## src/rtl/ltc2387_decimator.sv

```systemverilog
// Two-channel block-averaging decimator for the LTC2387 capture stream.
// Sums 2^log2_dec sample pairs and emits the floor average on a valid/ready port.
module ltc2387_decimator #(
  parameter int DATA_WIDTH   = 18,
  parameter int MAX_LOG2_DEC = 10
) (
  input  logic                  clk,
  input  logic                  rst,
  input  logic [DATA_WIDTH-1:0] adc0,
  input  logic [DATA_WIDTH-1:0] adc1,
  input  logic                  adc_valid,
  input  logic [3:0]            log2_dec,
  input  logic                  clear_ovf,
  output logic [DATA_WIDTH-1:0] m_data0,
  output logic [DATA_WIDTH-1:0] m_data1,
  output logic                  m_valid,
  input  logic                  m_ready,
  output logic                  overflow,
  output logic [31:0]           block_count
);

  localparam int ACC_W = DATA_WIDTH + MAX_LOG2_DEC;
  localparam int CNT_W = MAX_LOG2_DEC;

  function automatic logic [3:0] clamp_log2(input logic [3:0] v);
    if (int'(v) > MAX_LOG2_DEC) return 4'(MAX_LOG2_DEC);
    return v;
  endfunction

  function automatic logic [DATA_WIDTH-1:0] block_avg(input logic signed [ACC_W-1:0] s,
                                                      input logic [3:0] sh);
    return DATA_WIDTH'(s >>> sh);
  endfunction

  logic [CNT_W-1:0]        cnt_q, cnt_d;
  logic [3:0]              cur_log2_q, cur_log2_d;
  logic signed [ACC_W-1:0] acc0_q, acc0_d, acc1_q, acc1_d;
  logic [DATA_WIDTH-1:0]   data0_q, data0_d, data1_q, data1_d;
  logic                    valid_q, valid_d;
  logic                    ovf_q, ovf_d;
  logic [31:0]             bcnt_q, bcnt_d;

  logic                    start, done, load, drop;
  logic [3:0]              eff_log2;
  logic [CNT_W:0]          block_len;
  logic signed [ACC_W-1:0] samp0, samp1, sum0, sum1;

  // A fresh block uses the live exponent; a block in progress keeps its latched one.
  assign start     = (cnt_q == '0);
  assign eff_log2  = start ? clamp_log2(log2_dec) : cur_log2_q;
  assign block_len = (CNT_W+1)'(1) << eff_log2;
  assign done      = adc_valid && ({1'b0, cnt_q} == (block_len - (CNT_W+1)'(1)));

  assign samp0 = {{MAX_LOG2_DEC{adc0[DATA_WIDTH-1]}}, adc0};
  assign samp1 = {{MAX_LOG2_DEC{adc1[DATA_WIDTH-1]}}, adc1};
  assign sum0  = (start ? '0 : acc0_q) + samp0;
  assign sum1  = (start ? '0 : acc1_q) + samp1;

  assign load = done && (!valid_q || m_ready);
  assign drop = done && valid_q && !m_ready;

  always_comb begin
    cnt_d      = cnt_q;
    cur_log2_d = cur_log2_q;
    acc0_d     = acc0_q;
    acc1_d     = acc1_q;
    data0_d    = data0_q;
    data1_d    = data1_q;
    valid_d    = valid_q;
    ovf_d      = ovf_q;
    bcnt_d     = bcnt_q;
    if (adc_valid) begin
      acc0_d = sum0;
      acc1_d = sum1;
      cnt_d  = done ? '0 : cnt_q + CNT_W'(1);
      if (start) cur_log2_d = eff_log2;
    end
    if (valid_q && m_ready) valid_d = 1'b0;
    if (load) begin
      data0_d = block_avg(sum0, eff_log2);
      data1_d = block_avg(sum1, eff_log2);
      valid_d = 1'b1;
      bcnt_d  = bcnt_q + 32'd1;
    end
    // A drop in the same cycle as a clear must leave the flag set.
    if (clear_ovf) ovf_d = 1'b0;
    if (drop)      ovf_d = 1'b1;
  end

  always_ff @(posedge clk or posedge rst) begin
    if (rst) begin
      cnt_q      <= '0;
      cur_log2_q <= '0;
      acc0_q     <= '0;
      acc1_q     <= '0;
      data0_q    <= '0;
      data1_q    <= '0;
      valid_q    <= 1'b0;
      ovf_q      <= 1'b0;
      bcnt_q     <= '0;
    end else begin
      cnt_q      <= cnt_d;
      cur_log2_q <= cur_log2_d;
      acc0_q     <= acc0_d;
      acc1_q     <= acc1_d;
      data0_q    <= data0_d;
      data1_q    <= data1_d;
      valid_q    <= valid_d;
      ovf_q      <= ovf_d;
      bcnt_q     <= bcnt_d;
    end
  end

  assign m_data0     = data0_q;
  assign m_data1     = data1_q;
  assign m_valid     = valid_q;
  assign overflow    = ovf_q;
  assign block_count = bcnt_q;

endmodule

```

## config.mk

```make
export PLATFORM = sky130hd
export DESIGN_NAME = ltc2387_decimator
export DESIGN_NICKNAME = d
export VERILOG_FILES = /design/src/rtl/ltc2387_decimator.sv
export SDC_FILE = /design/constraint.sdc
export NUM_CORES = 1
export LEC_CHECK = 0
export ABC_AREA = 0
export BUFFER_PORTS_ARGS = -buffer_cell sky130_fd_sc_hd__buf_2
export CAP_MARGIN = 40
export CELL_PAD_IN_SITES_DETAIL_PLACEMENT = 1
export CELL_PAD_IN_SITES_GLOBAL_PLACEMENT = 1
export CORE_MARGIN = 8
export CORE_UTILIZATION = 38
export DETAILED_ROUTE_END_ITERATION = 16
export GPL_TIMING_DRIVEN = 0
export PLACE_DENSITY = 0.77
export SYNTH_ARGS = -nofsm -noshare
export SYNTH_HDL_FRONTEND = slang
export SYNTH_SLANG_ARGS = --single-unit
```

## constraint.sdc

```tcl
create_clock -name clk -period 5.8 [get_ports clk]
set_input_delay 0.87 -clock clk [delete_from_list [all_inputs] [get_ports clk]]
set_output_delay 0.87 -clock clk [all_outputs]
set_load 0.02 [all_outputs]
```

# Word-level counts from Yosys, hierarchy flattened
# Cells that the tools add are included.
[word_totals] out_inout_bits=70 word_cells=42 regBits=140 input_bits=45
[classes] shifts=3 magnitude_cmp=1 n_eq_ne=1 n_addsub=5 reduce_logical=12 muxes=11
[ops] op="$add A28 B28 Y28" count=2
[ops] op="$mux W28" count=2
[ops] op="$sshr A28 B4 Y18" count=2
[ops] op="$add A32 B1 Y32 const B" count=1
[ops] op="$mux W4" count=3
[ops] op="$eq A10 B11 Y1" count=1
[ops] op="$shl A1 B4 Y11 const A" count=1
[ops] op="$sub A11 B1 Y11 const B" count=1
[ops] op="$add A10 B1 Y10 const B" count=1
[ops] op="$logic_not A10 Y1" count=1
[ops] op="$mux W10" count=1
[ops] op="$logic_and A1 B1 Y1" count=5
[ops] op="$mux W1" count=5
[ops] op="$gt A4 B4 Y1 const B" count=1
[ops] op="$reduce_bool A2 Y1" count=2
[ops] op="$logic_not A1 Y1" count=2
[ops] op="$reduce_and A2 Y1" count=1
[ops] op="$logic_or A1 B1 Y1" count=1

# Depth between registers and ports, before layout
[logic_depth] ltp_word=11 mapped_depth=23 ltp_nobuf=17

# Worst setup path after synthesis
# No wires, ideal clock.
[synth_timing] kind="register to register" start="register cnt_q[0]" end="register data1_q[2] (netlist: m_data1[2])" period_less_slack_ns=4.862 setup_ns=0.132 stages_incl_launch_ff=20 required_time_ns=5.668 setup_slack_ns=0.938 arrival_ns=4.730 path_cell_list="dfrtp_1 > inv_1 > ha_1 > or4b_1 > buf_2 > nor3_4 > buf_2 > buf_1 > nor2_1 > ha_1 > clkbuf_1 > and3_1 > o211ai_1 > a211oi_1 > a21oi_1 > xor2_1 > nor3_1 > or3_1 > a221oi_1 > o21ai_1"
[synth_between] elab_chain_len=7 elab_cells_between_ends=10 classes_between="2 x add/sub; 1 x eq/ne; 2 x shift; 2 x mux; 3 x reduce/logical"
[synth_lines] element="start: declaration" line_no="35" source="logic [CNT_W-1:0] cnt_q, cnt_d;"
[synth_lines] element="start signal: assignment" line_no="102" source="cnt_q <= cnt_d;"
[synth_lines] element="branches (longest 7 deep; another with $add A28 B28 Y28)"
[synth_lines] element="end signal: assignment" line_no="107" source="data1_q <= data1_d;"
[synth_lines] element="end: declaration" line_no="38" source="logic [DATA_WIDTH-1:0] data0_q, data0_d, data1_q, data1_d;"
# Parallel ways; which one is timed is not known.
# A chain may end at the register's enable or synchronous reset.

# Worst setup path in the final report
[layout_timing] start="register cnt_q[0]" end="register data1_q[7] (netlist: m_data1[7])"
# The elaborated chain is that of the path after synthesis.

==> summary.txt <==
Status
  • Status: finished clean

Setup path
  • CP Launch Type: register
  • Crit. End Element: register
  • Worst Path Required: 6.17 ns
  • Max FO, Critical Path: 10
  • Critical path type: reg -> reg
  • Critical path arrival: 5.95 ns

Finish
  • Final Util: 45.55%
  • Area Growth Syn to Fin: 17.60%
  • Share of cells above drive strength 1: 18.37%
  • Reg area: 0.003503 mm^2
  • Final instance area: 0.01397 mm^2
  • Area of the multi-input gates: 0.008094 mm^2
  • Antenna diode count: 0
  • Filler Cell Count: 3769
  • Final #Nets: 1698

STA
  • TNS Setup: 0 ns
  • Fin crit share: 96.28%
  • Worst clock skew: 0.01390 ns
  • Slew @ Worst Pin: 0.9249 ns
  • Worst Slack Setup Final: 0.2156 ns
  • Count of pins over their slew limit: 0
  • Final hold violation count: 0
  • Final min period: 5.584 ns
  • Slew HR: 37.69%
  • Setup Viol. Count Final: 0
  • Post-Route Hold Slack: 0.4777 ns
  • Highest clock rate: 0.1791 GHz

Die
  • Die width: 192.8 um
  • FP Rows: 64
  • Die Span Y: 192.8 um
  • Core ar.: 0.03067 mm^2
  • IO Pins: 115
  • Starting Density: 38.73%
  • Full die area: 0.03717 mm^2

Power and ir drop
  • Peak supply drop: 0.2692 mV
  • LEAKAGE: 6.272 nW
  • Pwr dens: 536.1 mW/mm^2

Routing
  • Drc violations: 0
  • Routed WL: 46400 um
  • Via/cell ratio: 6.094
  • Final antenna-violating net count: 0
  • Iteration count of the initial detailed-routing pass: 5
  • Via Count: 12201
  • Drt wl/cell: 23.18 um
  • Number of DRC markers in iteration 0: 946

Global routing
  • Vias in the first global route: 12769
  • Global route total overflow: 0
  • Largest net degree at the start of global routing: 75
  • Initial antenna violation count: 0
  • GRT Overall Usage: 24.62%
  • Global-route wire length before repair: 71790 um

CTS
  • H-tree levels: 4
  • CTS clk-pin slew, worst paths: 0.07 ns
  • Hold_buf cts: 0
  • CTS Root Cell: clkbuf_16
  • CTS tree: built
  • Cts bufs inserted: 17
  • Clk sinks: 140
  • Clock latency on the worst-skew pair: 0.45 ns
  • Max Root-Sink Buffers: 2

Synth
  • Register area share after synthesis: 29.50%
  • Syn_area_per_cell: 8.254 um^2
  • Synth Area in Compound Gates: 23.55%
  • Main combinational cell family by area after synthesis: compound AO/OA/AOI/OAI gates
  • Most common cell in the synthesized netlist: nand2_1
  • Synth Net Count: 1544
  • Top cell type's share of synthesized area: 29.50%
  • Synth Warn #: 0
  • EDFF count, synth: 0
  • Post-synth top cells: 159 x nand2_1, 140 x dfrtp_1, 128 x nor2_1
  • Post-Syn Area: 0.01188 mm^2
  • Mapped Cells: 1439
  • Async SR Flop Fraction: 100.0%
  • Top FF cell, synth: dfrtp_1
  • Netlist cell types: 83
  • Leading post-synthesis cells by cell area: dfrtp_1 29%, ha_1 6.1%, a21oi_1 5.2%
  • Post-Synth Adder-Cell Area: 6.447%
  • Yosys top cell by area: dfrtp_1
  • Post-synthesis simple-gate area fraction: 20.84%
  • Proportion of synthesized area in mux cells: 8.996%
  • Post-synthesis register bit count: 140
  • Synth Area in XOR/XNOR: 6.415%

Placed design
  • # port buffers: 111
  • Setup WS pre-CTS: -0.8483 ns
  • Gpl congestion: 0.9719
  • Dpl cell area: 0.01302 mm^2
  • Detailed placement HPWL: 35710 um

Job
  • Total of max-cap violations: 0

Hold path
  • Worst min-delay path class: reg -> reg
state kept, by name, summed over array words and instances (netlist names):
register,flops
m_data1,18
acc1_q,28
m_data0,18
cnt_q,10
block_count,32
overflow,1
m_valid,1
cur_log2_q,4
acc0_q,28
final cells by class:
class                      instances  share of cell area, %
tap                              396                  3.547
timing repair buffer             138                  5.634
buffer                            84                  2.535
clock inverter                    14                  1.048
inverter                          41                  1.138
multi-input combinational       1171                  57.95
sequential                       140                  25.08
clock buffer                      18                  3.072
routing by layer:
metal	global-route usage, %	share of wire, %	up-vias
li1	-	-	5581
met1	31.42	43	6167
met2	42.11	50	369
met3	2.909	4.6	84
met4	9.107	2.9	0
met5	0	0	-
worst max-delay path: stages (launching register included):
cell	delay, ns
dfrtp_1	0.42
inv_1	0.20
ha_1	0.22
or4b_1	0.43
buf_2	0.18
nor3_4	0.31
clkbuf_4	0.30
clkbuf_4	0.26
nor2_1	0.06
ha_1	0.35
and3_1	0.21
a221o_1	0.43
a221o_2	0.51
a21oi_2	0.23
xnor2_2	0.21
buf_4	0.18
o22ai_1	0.07
a211oi_2	0.30
a2bb2oi_1	0.32
mux2i_1	0.16
o21ai_1	0.15
final timing paths:
path / from / end / slack [ns] / depth (start not counted)
worst max-delay path: cnt_q[0] / m_data1[7] / 0.22 / 20
worst min-delay path: m_data1[4] / m_data1[4] / 0.48 / 1
worst max register to register: cnt_q[0] / m_data1[7] / 0.22 / 20
worst min register to register: m_data1[4] / m_data1[4] / 0.48 / 1
max in group asynchronous: rst / cnt_q[3] / 4.48 / 3
min in group asynchronous: rst / acc1_q[22] / 0.52 / 2
where the power goes:
group / internal (mW) / total, mW / switching, mW
sequential: 1.21 / 1.32 / 0.109
clock: 0.607 / 1.12 / 0.511
combinational: 1.87 / 5.05 / 3.19
kinds of logic after synthesis:
| kind of cell | Yosys count |
|---|---|
| xor gates and xnor gates | 87 |
| adders and majority gates | 60 |
| DFF | 140 |
| buffers and inverters | 128 |
| muxes | 99 |
| and+or+nand+nor | 497 |
| AOI/OAI and AO/OA | 428 |
through the flow:
| stage | power, mW | instances |
|---|---|---|
| 5_1_grt | 7.981 | 2002 |
| 4_1_cts | 7.259 | 1989 |
| 2_1_floorplan | 4.615 | 1439 |
| 3_5_place_dp | 5.990 | 1954 |
| 6_report | 7.488 | 2002 |
| 3_3_place_gp | 5.814 | 1946 |
placed cells by master, fill, tap and decap left out, types with 26 or more instances in the layout:
master	synthesis	layout
xnor2_1	40	36
nor2_1	128	126
mux2_2	49	49
o21ai_0	67	66
and2_1	49	49
a21oi_1	124	120
inv_1	41	40
mux2i_1	48	47
a21o_1	26	26
ha_1	58	58
buf_2	11	121
nand3_1	35	35
dfrtp_1	140	140
clkbuf_1	67	61
xor2_1	47	40
nand2_1	159	159
repair_timing:
action | in CTS | in global routing
gates cloned | 0 | 0
pin swaps | 4 | 6
endpoints found under the setup margin | 42 | 45
setup buffers | 3 | 16
resized for setup | 22 | 29
Power figures use the tool's default switching activity.
